### src/rtl/mul_dispatch_32bit.sv
// mul_dispatch_32bit: queues tagged multiply requests in a small FIFO and
// dispatches them one at a time to an external multi-cycle multiplier,
// returning results in request order on a valid/ready response channel.
//
// Ports
//   clk, rst                 clock, asynchronous active-low reset
//   in_valid/in_ready        request handshake; in_a, in_b, in_tag payload
//   mul_req                  one-cycle start pulse to the multiplier
//   mul_a, mul_b             operands, held from issue until the ack
//   mul_out, mul_ack         multiplier result and its completion pulse
//   rsp_valid/rsp_ready      response handshake; rsp_data, rsp_tag payload
//   pending                  queued + in-flight + held-response count
module mul_dispatch_32bit #(
    parameter int unsigned width     = 32,
    parameter int unsigned depth     = 4,
    parameter int unsigned tag_width = 4
) (
    input  logic                       clk,
    input  logic                       rst,
    input  logic                       in_valid,
    output logic                       in_ready,
    input  logic [width-1:0]           in_a,
    input  logic [width-1:0]           in_b,
    input  logic [tag_width-1:0]       in_tag,
    output logic                       mul_req,
    output logic [width-1:0]           mul_a,
    output logic [width-1:0]           mul_b,
    input  logic [width-1:0]           mul_out,
    input  logic                       mul_ack,
    output logic                       rsp_valid,
    input  logic                       rsp_ready,
    output logic [width-1:0]           rsp_data,
    output logic [tag_width-1:0]       rsp_tag,
    output logic [$clog2(depth)+1:0]   pending
);

    localparam int unsigned AW = $clog2(depth);
    localparam int unsigned PW = AW + 2;
    localparam int unsigned EW = 2 * width + tag_width;

    typedef enum logic [1:0] {
        IDLE  = 2'd0,
        ISSUE = 2'd1,
        WAIT  = 2'd2
    } state_t;

    state_t               state_q, state_d;
    logic [AW:0]          wr_ptr_q, wr_ptr_d;
    logic [AW:0]          rd_ptr_q, rd_ptr_d;
    logic [EW-1:0]        mem_q [depth];
    logic                 mul_req_q, mul_req_d;
    logic [width-1:0]     mul_a_q, mul_a_d;
    logic [width-1:0]     mul_b_q, mul_b_d;
    logic [tag_width-1:0] tag_q, tag_d;
    logic                 rsp_valid_q, rsp_valid_d;
    logic [width-1:0]     rsp_data_q, rsp_data_d;
    logic [tag_width-1:0] rsp_tag_q, rsp_tag_d;
    logic [PW-1:0]        pending_q, pending_d;

    logic                 full;
    logic                 empty;
    logic                 push;
    logic [AW:0]          count_d;
    logic [width-1:0]     head_a;
    logic [width-1:0]     head_b;
    logic [tag_width-1:0] head_tag;

    // Extra pointer bit separates full from empty when the indices match.
    assign full  = (wr_ptr_q[AW] != rd_ptr_q[AW]) && (wr_ptr_q[AW-1:0] == rd_ptr_q[AW-1:0]);
    assign empty = (wr_ptr_q == rd_ptr_q);
    // Acceptance looks only at registered state, so a full FIFO refuses even while popping.
    assign push  = in_valid && !full;
    assign {head_a, head_b, head_tag} = mem_q[rd_ptr_q[AW-1:0]];

    // Next-state and output logic.
    always_comb begin
        state_d     = state_q;
        wr_ptr_d    = wr_ptr_q;
        rd_ptr_d    = rd_ptr_q;
        mul_req_d   = 1'b0;
        mul_a_d     = mul_a_q;
        mul_b_d     = mul_b_q;
        tag_d       = tag_q;
        rsp_valid_d = rsp_valid_q;
        rsp_data_d  = rsp_data_q;
        rsp_tag_d   = rsp_tag_q;

        if (push) begin
            wr_ptr_d = wr_ptr_q + (AW+1)'(1);
        end

        if (rsp_valid_q && rsp_ready) begin
            rsp_valid_d = 1'b0;
        end

        case (state_q)
            IDLE: begin
                // A held response blocks issue, so a result is never overwritten.
                if (!empty && !rsp_valid_q) begin
                    state_d   = ISSUE;
                    rd_ptr_d  = rd_ptr_q + (AW+1)'(1);
                    mul_req_d = 1'b1;
                    mul_a_d   = head_a;
                    mul_b_d   = head_b;
                    tag_d     = head_tag;
                end
            end
            ISSUE: begin
                state_d = WAIT;
            end
            WAIT: begin
                if (mul_ack) begin
                    state_d     = IDLE;
                    rsp_valid_d = 1'b1;
                    rsp_data_d  = mul_out;
                    rsp_tag_d   = tag_q;
                end
            end
            default: begin
                state_d = IDLE;
            end
        endcase

        count_d   = wr_ptr_d - rd_ptr_d;
        pending_d = PW'(count_d) + PW'(state_d != IDLE) + PW'(rsp_valid_d);
    end

    // State and output registers.
    always_ff @(posedge clk or negedge rst) begin
        if (!rst) begin
            state_q     <= IDLE;
            wr_ptr_q    <= '0;
            rd_ptr_q    <= '0;
            mul_req_q   <= 1'b0;
            mul_a_q     <= '0;
            mul_b_q     <= '0;
            tag_q       <= '0;
            rsp_valid_q <= 1'b0;
            rsp_data_q  <= '0;
            rsp_tag_q   <= '0;
            pending_q   <= '0;
        end else begin
            state_q     <= state_d;
            wr_ptr_q    <= wr_ptr_d;
            rd_ptr_q    <= rd_ptr_d;
            mul_req_q   <= mul_req_d;
            mul_a_q     <= mul_a_d;
            mul_b_q     <= mul_b_d;
            tag_q       <= tag_d;
            rsp_valid_q <= rsp_valid_d;
            rsp_data_q  <= rsp_data_d;
            rsp_tag_q   <= rsp_tag_d;
            pending_q   <= pending_d;
        end
    end

    // FIFO storage; validity is tracked by the pointers, so no reset is needed.
    always_ff @(posedge clk) begin
        if (push) begin
            mem_q[wr_ptr_q[AW-1:0]] <= {in_a, in_b, in_tag};
        end
    end

    assign in_ready  = !full;
    assign mul_req   = mul_req_q;
    assign mul_a     = mul_a_q;
    assign mul_b     = mul_b_q;
    assign rsp_valid = rsp_valid_q;
    assign rsp_data  = rsp_data_q;
    assign rsp_tag   = rsp_tag_q;
    assign pending   = pending_q;

endmodule

### config.mk
export PLATFORM = sky130hd
export DESIGN_NAME = mul_dispatch_32bit
export DESIGN_NICKNAME = d
export VERILOG_FILES = /design/src/rtl/mul_dispatch_32bit.sv
export SDC_FILE = /design/constraint.sdc
export NUM_CORES = 1
export LEC_CHECK = 0
export CORE_UTILIZATION = 40
export DETAILED_ROUTE_END_ITERATION = 8
export GPL_TIMING_DRIVEN = 0
export HOLD_SLACK_MARGIN = 0.03
export PLACE_DENSITY = 0.71
export SYNTH_ARGS = -nofsm -noshare
export SYNTH_HDL_FRONTEND = slang
export SYNTH_SLANG_ARGS = --single-unit
### constraint.sdc
create_clock -name clk -period 6.6 [get_ports clk]
set_input_delay 0.99 -clock clk [delete_from_list [all_inputs] [get_ports clk]]
set_output_delay 0.99 -clock clk [all_outputs]
set_load 0.005 [all_outputs]
==> results.ini <==
[outcome]
status = complete, no violations

[critical_path]
path_cells = buf_2 > xor2_1 > o31a_1 > buf_4 > buf_6 > mux2_2 > fa_1 > xnor2_1 > xnor2_1 > xor3_2 > xnor2_1
startpoint_type = flip-flop
crit_type = flip-flop to flip-flop
critical-path-max-stage-delay_ns = 0.42
cpMaxStageDelayCell = fa_1
r2r_start = rd_ptr_q[0]
cp_common_cell = xnor2_1
worstPathRequired_ns = 7.01
crit_arrival_ns = 3.74
cp-startpoint = rd_ptr_q[0]
endpoint_kind = flip-flop
cp_max_fo = 10
ff2ff_setup_slack_ns = 3.28

[floorplan]
core_um2 = 35600
fp.dieArea_um2 = 36900
die_x_um = 192
ioPinCount = 212
die_h_um = 192
start_util = 0.407
rows = 69

[logic_synthesis]
synthCells = 640
synth.ff_latch_count = 390
synth_top_area_cell = edfxtp_1
synth_top_area_frac = 0.565
yosys_most_used_dff = edfxtp_1
ys_types = 27
yosysSeqAreaShare = 0.769
yosysMostFrequentCell = edfxtp_1
syn-cell-area_um2 = 14500
synthTopCellsByCount = edfxtp_1, dfrtp_1, mux2_2
synthArstFlopShare = 0.303
syn_avg_cell_area_um2 = 22.6
syn_nets = 754
synth_warnings = 0
synth_edf_count = 272
synth_area_leaders = edfxtp_1, dfrtp_1, mux4_2, mux2_2, buf_6

[finish]
drive_above_1_share = 0.289
area_growth_pct = 29.4
fin_nets = 1015
multi_input_area_um2 = 3150
fillCellCount = 2840
layout.cells.non_filler = 1395
register_area_um2 = 11100
diodes = 0

[routing]
drc = 0
vias = 6934
drt_iter0_drc = 206
detail_route.vias_per_cell = 4.97
ant_nets = 0
dr.pass1.iters = 4
drt_wl_total_mm = 28.1
wire_per_inst_um = 20.1

[sta]
setup_viol = 0
holdWs_ns = 0.375
relSlewSlack = 0.537
hold_viol = 0
slew_viol_final = 0
grt_setup_unrepaired = false
timing.fmax_ghz = 0.301
timing.final.crit_share = 0.503
min_period_ns = 3.32
skew_ns = 0.00991
tightest_slew_ns = 0.694

[global_routing]
grt_pass1_vias = 7375
antenna_found_initial = 0
grt_max_degree = 81
grt_pass1_wl_mm = 42.6
grt_use_total = 0.155
overflow = 0

[power]
powerDensity_nw_per_um2 = 500
leakage_nw = 6.62
ir_worst_vdd_mv = 0.262

[placed_design]
routabilityCongestion = 0.690
dpl.cell_count = 1319
io_buffers = 211
post-dp-hpwl_mm = 17.4

[cts]
clkSlewWorstSetupHoldPaths_ns = 0.06
ctsResizeCount = 0
clk_latency_ns = 0.54
cts_made_buffers = 41
root_buffer = clkbuf_16
clockBufferDepth = 3
cts_sinks = 390
htreeDepth = 2
post_cts_buffers = 0
cts_tree = yes
holdBufCountCts = 0

[job]
maxCapViolations = 0

[worst_hold_path]
min_path_type = input port to asynchronous set/reset pin

## power by group
part	total [mW]	switching, mW	internal [mW]
Clock	2.31	0.915	1.39
Sequential	3.73	0.279	3.45
Combinational	3.32	1.39	1.92
## worst paths after layout
path / to / cells past startpoint
hold reg to reg: rsp_data[18] / 1
setup reg to reg: pending[2] / 11
max in group asynchronous: mul_a[23] / 2
hold / removal: mul_b[3] / 1
setup / recovery: pending[2] / 11
min in group clk: rsp_data[18] / 1
## state kept, by name, summed over array words and instances, names as in the netlist, 4 cells and up
register	count
mem_q	272
mul_a	32
mul_b	32
rsp_data	32
pending	4
rsp_tag	4
tag_q	4
## routing by layer
metal,vias to the layer above,routed length [um],track usage,share of wire
met5,-,0,0,0
met4,0,625,0.0448,0.022
met3,52,1970,0.0444,0.070
met2,198,13900,0.263,0.49
met1,3591,11600,0.192,0.41
li1,3093,-,-,-
## stage by stage
step	setup TNS, ns	instance area [um2]	worst slack (ns)	utilization	total power, mW
global route	0	18700	3.10	0.526	9.90
floorplan	0	14500	0.829	-	5.74
global placement	-273.51	17200	-3.23	0.482	7.10
CTS	0	18700	3.24	0.526	9.54
detailed placement	0	17400	3.20	0.488	7.18
finish	0	18700	3.28	0.526	9.35
## cell type report
type	instances	share of cell area
inverter	7	0.00140
timing repair buffer	218	0.122
clock inverter	22	0.0113
tap	461	0.0308
buffer	28	0.0103
multi-input combinational	215	0.168
clock buffer	54	0.0618
sequential	390	0.594
## critical path: cells and delay by family, from the launching register on
family / cells / cell delay, ns
buf+inv: 3 / 0.80
xor+xnor: 5 / 1.09
flops: 1 / 0.35
mux: 1 / 0.37
compound gates: 1 / 0.16
fa+ha+maj: 1 / 0.42
## cells in the final DEF, fill, tap and decap left out
cell,instances
edfxtp_1,272
clkdlybuf4s50_1,210
dfrtp_1,118
mux2_2,106
mux4_2,68
clkbuf_16,43
clkbuf_1,14
buf_2,10
buf_6,10
clkinv_1,9
xnor2_1,8
inv_1,7
ha_1,7
clkinv_2,6
xor2_1,4
bufinv_16,4
clkbuf_8,4
buf_16,4
and3_4,3
buf_12,3
nand2_1,2
mux2i_1,2
nor3_1,2
o31a_1,2
buf_4,2
fa_1,2
nand3b_1,1
o21ai_0,1
xor2_2,1
nand3_1,1
nand2b_1,1
nor2_1,1
o311ai_2,1
a31oi_4,1
xor3_2,1
inv_8,1
inv_6,1
clkinvlp_4,1
## cells by family after synthesis
logic type	synth area share
xor+xnor	0.0101
flops	0.769
compound gates	0.00311
mux	0.190
simple gates	0.00407
fa+ha+maj	0.00882
buf+inv	0.0151
Power figures use the tool's default switching activity.
